$ cat config.mk
export PLATFORM = sky130hd
export DESIGN_NAME = four_step_commutator_flat
export DESIGN_NICKNAME = d
export VERILOG_FILES = /design/src/rtl/commutator_pkg.sv /design/src/rtl/four_step_commutator_if.sv /design/src/rtl/commutation_timer.sv /design/src/rtl/four_step_commutator.sv /design/src/flat_wrapper.sv
export SDC_FILE = /design/constraint.sdc
export NUM_CORES = 1
export LEC_CHECK = 0
export ABC_AREA = 1
export ABC_CLOCK_PERIOD_IN_PS = 2040
export BUFFER_PORTS_ARGS = -buffer_cell sky130_fd_sc_hd__buf_4
export CORE_ASPECT_RATIO = 0.9
export CORE_MARGIN = 5
export CORE_UTILIZATION = 30
export DETAILED_ROUTE_END_ITERATION = 10
export SYNTH_ARGS = -nofsm -noshare
export SYNTH_HDL_FRONTEND = slang
export SYNTH_SLANG_ARGS = --single-unit
$ cat constraint.sdc
create_clock -name clk -period 2.04 [get_ports clk]
set_clock_uncertainty 0.15 [all_clocks]
set_input_delay 0.408 -clock clk [delete_from_list [all_inputs] [get_ports clk]]
set_output_delay 0.408 -clock clk [all_outputs]
set_load 0.05 [all_outputs]
$ cat src/rtl/commutator_pkg.sv
// Shared types and helpers for the four-step commutation controller.
// The FAULT state exists only when COMMUTATOR_INTERLOCK_EN is defined.
package commutator_pkg;

  localparam int   MAX_PHASES = 32;
  localparam logic SIGN_POS   = 1'b1;
  localparam logic SIGN_NEG   = 1'b0;

  typedef enum logic [3:0] {
    OFF,
    TURN_ON,
    CONDUCT,
    STEP1,
    STEP2,
    STEP3,
    STEP4,
    TURN_OFF
`ifdef COMMUTATOR_INTERLOCK_EN
    ,
    FAULT
`endif
  } state_t;

  // One-hot select of input phase idx; out-of-range indices give all zeros.
  function automatic logic [MAX_PHASES-1:0] phase_onehot(input int unsigned idx,
                                                          input int unsigned n);
    logic [MAX_PHASES-1:0] oh;
    oh = '0;
    if (idx < n && idx < MAX_PHASES) oh = MAX_PHASES'(1) << idx;
    return oh;
  endfunction

endpackage

$ cat src/rtl/four_step_commutator_if.sv
// Phase-request channel from the modulator into one commutator instance.
// Handshake: a request transfers on a clk edge where req_valid & req_ready;
// the master holds req_phase/req_off stable while req_valid is high.
interface four_step_commutator_if #(
  parameter int PH_W = 2
);
  logic            req_valid;
  logic [PH_W-1:0] req_phase;
  logic            req_off;
  logic            req_ready;

  modport master (output req_valid, output req_phase, output req_off, input req_ready);
  modport slave  (input req_valid, input req_phase, input req_off, output req_ready);
endinterface

$ cat src/rtl/commutation_timer.sv
// Loadable down-counter that times one commutation step.
// done is high only on the last cycle of a hold of `value` cycles.
module commutation_timer #(
  parameter int CNT_W = 8
) (
  input  logic             clk,
  input  logic             rst,
  input  logic             load,
  input  logic [CNT_W-1:0] value,
  output logic             done
);

  logic [CNT_W-1:0] cnt_q;
  logic             run_q;

  always_ff @(posedge clk or negedge rst) begin
    if (!rst) begin
      cnt_q <= '0;
      run_q <= 1'b0;
    end else if (load) begin
      cnt_q <= value - CNT_W'(1);
      run_q <= 1'b1;
    end else if (run_q) begin
      if (cnt_q == '0) run_q <= 1'b0;
      else             cnt_q <= cnt_q - CNT_W'(1);
    end
  end

  assign done = run_q && (cnt_q == '0);

endmodule

$ cat src/rtl/four_step_commutator.sv
// Current-sign-based four-step commutation controller for one matrix-converter output leg.
// Optional gate-short interlock and FAULT state: define COMMUTATOR_INTERLOCK_EN.
module four_step_commutator
  import commutator_pkg::*;
#(
  parameter int N_PHASES = 3,
  parameter int PH_W     = $clog2(N_PHASES),
  parameter int CNT_W    = 8,
  parameter int T_OFF    = 9,
  parameter int T_ON     = 1
) (
  input  logic                clk,
  input  logic                rst,
  four_step_commutator_if.slave req,
  input  logic                cur_sign,
  output logic [N_PHASES-1:0] sw_p,
  output logic [N_PHASES-1:0] sw_n,
  output logic [PH_W-1:0]     active_phase,
  output logic                conducting,
  output logic                busy,
  output logic                fault,
  output state_t              dbg_state
);

  state_t            state_q, state_d;
  logic [PH_W-1:0]   active_q, active_d;
  logic [PH_W-1:0]   target_q, target_d;
  logic              sign_q, sign_d;
  logic              armed_q;
  logic              accept, phase_ok, bad_req, fault_set;
  logic              tmr_load, tmr_done;
  logic [CNT_W-1:0]  tmr_value;
  logic [N_PHASES-1:0] oh_a, oh_t, carry, other;
  logic [N_PHASES-1:0] raw_p, raw_n, gate_p, gate_n;

  // armed_q blocks acceptance on the first edge after reset release.
  assign req.req_ready = armed_q && (state_q == OFF || state_q == CONDUCT);
  assign accept        = req.req_valid && req.req_ready;
  assign phase_ok      = 32'(req.req_phase) < 32'(N_PHASES);
  assign dbg_state     = state_q;

  commutation_timer #(.CNT_W(CNT_W)) u_timer (
    .clk   (clk),
    .rst   (rst),
    .load  (tmr_load),
    .value (tmr_value),
    .done  (tmr_done)
  );

  // "carry" is the device set in the current direction, "other" the opposite one.
  always_comb begin
    oh_a  = N_PHASES'(phase_onehot(32'(active_q), N_PHASES));
    oh_t  = N_PHASES'(phase_onehot(32'(target_q), N_PHASES));
    carry = '0;
    other = '0;
    case (state_q)
      TURN_ON, CONDUCT: begin carry = oh_a; other = oh_a; end
      STEP1:            carry = oh_a;
      STEP2:            carry = oh_a | oh_t;
      STEP3:            carry = oh_t;
      STEP4:            begin carry = oh_t; other = oh_t; end
      default:          ;
    endcase
    raw_p = (sign_q == SIGN_POS) ? carry : other;
    raw_n = (sign_q == SIGN_NEG) ? carry : other;
  end

`ifdef COMMUTATOR_INTERLOCK_EN
  logic short_det;

  // Any forward gate on one phase together with a reverse gate on another shorts two inputs.
  always_comb begin
    short_det = 1'b0;
    for (int a = 0; a < N_PHASES; a++) begin
      for (int b = 0; b < N_PHASES; b++) begin
        if (a != b && raw_p[a] && raw_n[b]) short_det = 1'b1;
      end
    end
  end

  assign gate_p    = short_det ? '0 : raw_p;
  assign gate_n    = short_det ? '0 : raw_n;
  assign fault_set = bad_req | short_det;
`else
  assign gate_p    = raw_p;
  assign gate_n    = raw_n;
  assign fault_set = bad_req;
`endif

  always_comb begin
    state_d   = state_q;
    active_d  = active_q;
    target_d  = target_q;
    sign_d    = sign_q;
    tmr_load  = 1'b0;
    tmr_value = CNT_W'(T_ON);
    bad_req   = 1'b0;
    case (state_q)
      OFF: begin
        if (accept && !req.req_off) begin
          if (!phase_ok) begin
            bad_req = 1'b1;
          end else begin
            active_d = req.req_phase;
            state_d  = TURN_ON;
            tmr_load = 1'b1;
          end
        end
      end
      TURN_ON: if (tmr_done) state_d = CONDUCT;
      CONDUCT: begin
        if (accept) begin
          if (req.req_off) begin
            state_d   = TURN_OFF;
            tmr_load  = 1'b1;
            tmr_value = CNT_W'(T_OFF);
          end else if (!phase_ok) begin
            bad_req = 1'b1;
          end else if (req.req_phase != active_q) begin
            target_d  = req.req_phase;
            sign_d    = cur_sign;
            state_d   = STEP1;
            tmr_load  = 1'b1;
            tmr_value = CNT_W'(T_OFF);
          end
        end
      end
      STEP1: if (tmr_done) begin state_d = STEP2; tmr_load = 1'b1; end
      STEP2: begin
        if (tmr_done) begin
          state_d   = STEP3;
          tmr_load  = 1'b1;
          tmr_value = CNT_W'(T_OFF);
        end
      end
      STEP3: if (tmr_done) begin state_d = STEP4; tmr_load = 1'b1; end
      STEP4: begin
        if (tmr_done) begin
          state_d  = CONDUCT;
          active_d = target_q;
        end
      end
      TURN_OFF: if (tmr_done) state_d = OFF;
`ifdef COMMUTATOR_INTERLOCK_EN
      FAULT: state_d = FAULT;
`endif
      default: state_d = OFF;
    endcase
`ifdef COMMUTATOR_INTERLOCK_EN
    if (short_det) begin
      state_d  = FAULT;
      tmr_load = 1'b0;
    end
`endif
  end

  // Outputs are registered from the state held during the cycle, one edge behind it.
  always_ff @(posedge clk or negedge rst) begin
    if (!rst) begin
      state_q      <= OFF;
      active_q     <= '0;
      target_q     <= '0;
      sign_q       <= SIGN_POS;
      armed_q      <= 1'b0;
      sw_p         <= '0;
      sw_n         <= '0;
      active_phase <= '0;
      conducting   <= 1'b0;
      busy         <= 1'b0;
      fault        <= 1'b0;
    end else begin
      armed_q      <= 1'b1;
      state_q      <= state_d;
      active_q     <= active_d;
      target_q     <= target_d;
      sign_q       <= sign_d;
      sw_p         <= gate_p;
      sw_n         <= gate_n;
      active_phase <= active_q;
      conducting   <= (state_q == CONDUCT);
      busy         <= (state_q == TURN_ON) || (state_q == STEP1) || (state_q == STEP2) ||
                      (state_q == STEP3) || (state_q == STEP4) || (state_q == TURN_OFF);
      fault        <= fault | fault_set;
    end
  end

endmodule
$ cat src/flat_wrapper.sv
// flat-port wrapper written by rule: the top's interface ports become plain ports
module four_step_commutator_flat import commutator_pkg::*;
#(
  parameter int N_PHASES = 3,
  parameter int PH_W     = $clog2(N_PHASES),
  parameter int CNT_W    = 8,
  parameter int T_OFF    = 9,
  parameter int T_ON     = 1
)
  (clk, rst, cur_sign, sw_p, sw_n, active_phase, conducting, busy, fault, dbg_state, req_req_valid, req_req_phase, req_req_off, req_req_ready);
  four_step_commutator_if #(.PH_W(PH_W)) req_i ();
  input  logic clk;
  input  logic rst;
  input  logic cur_sign;
  output logic [N_PHASES-1:0] sw_p;
  output logic [N_PHASES-1:0] sw_n;
  output logic [PH_W-1:0] active_phase;
  output logic conducting;
  output logic busy;
  output logic fault;
  output state_t dbg_state;
  input wire logic [$bits(req_i.req_valid)-1:0] req_req_valid;
  input wire logic [$bits(req_i.req_phase)-1:0] req_req_phase;
  input wire logic [$bits(req_i.req_off)-1:0] req_req_off;
  output wire logic [$bits(req_i.req_ready)-1:0] req_req_ready;
  assign req_i.req_valid = req_req_valid;
  assign req_i.req_phase = req_req_phase;
  assign req_i.req_off = req_req_off;
  assign req_req_ready = req_i.req_ready;
  four_step_commutator #(.N_PHASES(N_PHASES), .PH_W(PH_W), .CNT_W(CNT_W), .T_OFF(T_OFF), .T_ON(T_ON)) u_core (.clk(clk), .rst(rst), .req(req_i), .cur_sign(cur_sign), .sw_p(sw_p), .sw_n(sw_n), .active_phase(active_phase), .conducting(conducting), .busy(busy), .fault(fault), .dbg_state(dbg_state));
endmodule
======== Word level (Yosys, flattened, before mapping) ========
Cells that the tools add are included.
word-level totals
  logic and storage cells ................. 114
  register bits after elaboration ......... 30
  output and inout bits ................... 16
operators by class
  bitwise operators ....................... 3
  equality and inequality tests ........... 20
  order comparisons ....................... 3
  muxes and demuxes ....................... 47
  add/sub/neg operators ................... 2
  shifts and indexed selects .............. 2
  reduce and logical (&&, ||, !) cells .... 24
operators with widths
  operator                                                               number
  4-bit 2-to-1 mux                                                       13
  8-bit 2-to-1 mux                                                       6
  4-bit case mux with 7 select lines                                     1
  2-bit by 1-bit != test with 1-bit output, second input constant        9
  4-bit by 3-bit equality test with 1-bit output, second input constant  4
  8-bit case mux with 2 select lines                                     1
  8-bit by 1-bit subtractor with 8-bit output, second input constant     2
  1-bit 2-to-1 mux                                                       14
  3-bit 2-to-1 mux                                                       4
  10-bit AND reduction                                                   1
  3-bit case mux with 3 select lines                                     1
  4-bit by 2-bit equality test with 1-bit output, second input constant  2
  8-bit zero test                                                        1
  1-bit logical OR                                                       6
  2-bit less-than comparator, second input constant                      3
  2-bit 2-to-1 mux                                                       3
  3-bit case mux with 2 select lines                                     1
  2-bit OR reduction                                                     3
  3-bit OR reduction                                                     2
  1-bit by 2-bit << shifter with 3-bit output, first input constant      2
  5-bit AND reduction                                                    1
  4-bit by 1-bit equality test with 1-bit output, second input constant  1
  1-bit logical AND                                                      4
  4-bit zero test                                                        1
  other kinds (14)                                                       15

======== Longest topological paths before layout ========
  depth after elaboration ................. 9
  gate-level depth with buffers ........... 14

======== Cells and area by module ========
A second synthesis with hierarchy kept.
second synthesis, totals
  cell total of the unflattened synthesis .. 265
  area, all modules ....................... 1808.0 um^2
modules (own cells, without submodules)
  module                area an instance (um^2)  times used  cells an instance
  four_step_commutator  1109.8                   1           153
  commutation_timer     698.2                    1           112

======== Worst setup path after synthesis ========
Ideal clock, no wire load.
  kind .................................... register to register
  from .................................... register u_core.state_q[2] (netlist: u_core.dbg_state[2])
  to ...................................... register u_core.u_timer.cnt_q[6]
  stages on the path, launching flop included .. 14
  setup time .............................. 116 ps
  path slack .............................. -186 ps
  path buffers ............................ 1
  arrival time ............................ 1959 ps
  path through ............................ dfrtp_1 > buf_4 > nand2_1 > o21ai_2 > nand3_2 > nand3_4 > inv_2 > nand2_1 > ha_1 > nand2_2 > nor2_2 > nand2_1 > nand2_1 > nand2_1
between the ends
  word-level cells in the longest chain between the ends .. 9
  elaborated cells on any way between the ends .. 20
  classes of those cells .................. add/sub (1); eq/ne (5); mux (6); reduce/logical (8)
RTL lines
  element                                                                                              RTL line                     text
  start: declaration                                                                                   four_step_commutator.sv:25   state_t state_q, state_d;
  start signal: assignment                                                                             four_step_commutator.sv:173  state_q <= state_d;
  parallel branches: the longest is 9 deep, another holds 8-bit by 1-bit subtractor with 8-bit output  n/a
  end signal: assignment                                                                               commutation_timer.sv:21      cnt_q <= value - CNT_W'(1);
  end signal: assignment                                                                               commutation_timer.sv:25      else cnt_q <= cnt_q - CNT_W'(1);
  end: declaration                                                                                     commutation_timer.sv:13      logic [CNT_W-1:0] cnt_q;
Several ways; the timed one is not identified.
A chain may end at the register's enable or synchronous reset.

======== Worst setup path in the final report ========
  from .................................... register u_core.state_q[2] (netlist: u_core.dbg_state[2])
  to ...................................... register u_core.u_timer.cnt_q[4]
Same word-level chain as after synthesis.

==> results.cfg <==
[clock_network]
cts_max_path_buffers = 2
clk_latency_ps = 280
clock_sinks = 29
clkSlewWorstSetupHoldPaths_ps = 70
cts_buffers = 5
cts_tree = built
cts-htree-levels = 2
clockRootBuffer = clkbuf_8

[logic_synthesis]
ys_ff_latch = 29
async_flop_share_pct = 100
synth-seq-area-share_pct = 44.5
synth_edf_count = 0
synth_nets = 218
ys.flop_type = dfrtp_1
syn-cell-area_mm2 = 0.00163
syn_inst = 210
synth_warnings = 0
ys_types = 32
synth_top_area_share_pct = 42.9
postSynthAreaPerCell_um2 = 7.78
synth_top_area_cell = dfrtp_1
ys_top_cells_by_area = dfrtp_1 43%, nand2_1 12%, nor2_1 6.0%, inv_1 5.7%, o21ai_0 5.5%

[timing]
rsz0062_at_grt = yes
setup_slack_ps = 113
min_period_over_period_pct = 94.5
drv_slew = 0
setup_viol = 0
tns_ps = 0
max_freq_ghz = 0.519
whs_ps = 225
fin_crit_ps = 1930
hold_viol = 0

[place]
place_ws_ps = 29.2
placedCellCount = 308
gp_congestion = 0.840
dpl.hpwl_um = 2980
io_buffers = 21

[global_route]
antenna_found_initial = 0
grtUsageMet3_pct = 2.79
grt_use_met2_pct = 18.1
gr-total-overflow = 0
grt_max_degree = 30
busiest_layer = met2
met1_usage_pct = 17.4
grt_usage_pct = 12.4
grt_pass1_wl_um = 6860
grt_pass1_vias = 1479

[final_layout]
post-route-util_pct = 41.9
fin_cells = 322
nNetsFinal = 262
nFillCells = 538
areaGrowthSynthToFinish_pct = 34.6
drive_above_1_share_pct = 31.4
diodes = 0

[drt]
routed_wl_um = 3920
firstDrtPassIters = 4
drc = 0
viasPerCell = 4.68
drtAntennaViolNets = 0
first_iter_violations = 80
wl_per_cell_um = 12.2
via_count = 1506

[critical_path]
worst_setup_path_start_kind = flop
cp_max_fo = 8
worst_ep_required_time_ps = 2060
critPathCaptureType = flop
critical_path_class = flop to flop
crit_arrival_ps = 1940

[run]
cap_viol_max_count = 0

[hold_path]
hold_class = primary input to flop

[die]
core_mm2 = 0.00526
die_w_um = 87.8
initial_core_util_pct = 31.1
die_h_um = 80.0
design.die.area_mm2 = 0.00702
rows = 25
ioPinCount = 23

[status]
status = completed

[pwr]
power_density_mw_per_mm2 = 1770
p_leak_nw = 1.09
vdd_ir_drop_max_v = 0.00107
Yosys cell counts (all sizes together), types with 2 or more instances:
master	count
a22oi	3
dfrtp	28
nand3	11
nor2	34
conb	2
a21oi	8
o21ai	21
nand2	57
inv	27
buf	2
nand4	7
power breakdown:
part	internal, mW	switching, mW
Clock	0.485	0.229
Combinational	0.746	1.40
Sequential	0.827	0.201
Total	2.06	1.83
cell usage in the layout, fill, tap and decap left out, types with 2 or more instances in the layout:
| cell | Yosys | layout |
|---|---|---|
| nand2_1 | 51 | 49 |
| buf_4 | 2 | 37 |
| dfrtp_1 | 28 | 25 |
| inv_1 | 25 | 24 |
| nor2_1 | 26 | 23 |
| o21ai_0 | 18 | 18 |
| a21oi_1 | 7 | 7 |
| nand3_1 | 7 | 7 |
| nand2_2 | 5 | 6 |
| nor2_2 | 6 | 6 |
| nand4_1 | 6 | 6 |
| nor2_4 | 2 | 5 |
| clkbuf_8 | 0 | 5 |
| nand3_4 | 2 | 4 |
| a22oi_1 | 3 | 3 |
| inv_2 | 2 | 3 |
| dfrtp_2 | 0 | 3 |
| nand2_4 | 1 | 2 |
| o21ai_1 | 2 | 2 |
| conb_1 | 2 | 2 |
| bufinv_16 | 0 | 2 |
flip-flops by register name, indices dropped and copies added (netlist names):
signal	count
u_core.u_timer.cnt_q	8
u_core.dbg_state	3
u_core.sw_n	3
u_core.sw_p	3
u_core.active_phase	2
u_core.active_q	2
u_core.target_q	2
u_core.armed_q	1
u_core.busy	1
u_core.conducting	1
u_core.fault	1
u_core.sign_q	1
u_core.u_timer.run_q	1
metal layers:
layer  routed length (um)  vias up
met1                 1970      705
met4                   48        0
met2                 1740       33
li1                     -      764
met3                  160        4
met5                    0        -
final timing paths:
kind / from / slack [ps] / to / cells past startpoint
min in group asynchronous: rst / 440 / u_core.sw_n[0] / 2
max in group asynchronous: rst / 980 / u_core.sign_q / 2
min reg2reg: u_core.fault / 330 / u_core.fault / 1
min: cur_sign / 220 / u_core.sign_q / 3
max: u_core.dbg_state[2] / 110 / u_core.u_timer.cnt_q[4] / 11
max reg2reg: u_core.dbg_state[2] / 110 / u_core.u_timer.cnt_q[4] / 11
area by class of cell:
cell class / count / area [um^2] / area share (%)
flip-flops and latches: 29 / 731 / 33.2
well taps: 67 / 83.8 / 3.81
clock inverters: 3 / 65.1 / 2.96
clock buffers: 5 / 68.8 / 3.13
multi-input cells: 152 / 851 / 38.7
inverters: 27 / 101 / 4.61
repair buffers: 39 / 299 / 13.6
cell families (layout without fill, tap and decap cells):
kind of cell    Yosys count  after routing  share of synthesized area [%]
xor+xnor                  1              1                          0.536
compound gates           37             37                           13.2
simple gates            111            111                           33.4
other cells               2              2                          0.460
fa+ha+maj                 1              1                          0.766
flops                    29             29                           44.5
buf+inv                  29             74                           7.12
through the flow:
step	total power, mW	cell area, um^2
4_1_cts	3.75	2110
6_report	3.89	2200
5_1_grt	4.19	2200
3_3_place_gp	3.00	1970
3_5_place_dp	3.02	1970
2_1_floorplan	2.43	1650
worst max-delay path: stages, from the launching register on:
cell	delay [ps]
dfrtp_2	450
nor2_4	190
nand3_4	120
nor2_4	160
nand2_4	70
buf_4	170
nand4_1	170
nand2_4	80
nor2_4	110
nand2_1	50
nand2_1	50
nand2_1	50
what timing repair did:
item / 4_1_cts / 5_1_grt
hold endpoints to repair: 28 / 0
setup buffers: 0 / 5
resized for setup: 0 / 13
hold buffers: 1 / 0
setup endpoints to repair: 0 / 6
Power figures use the tool's default switching activity.
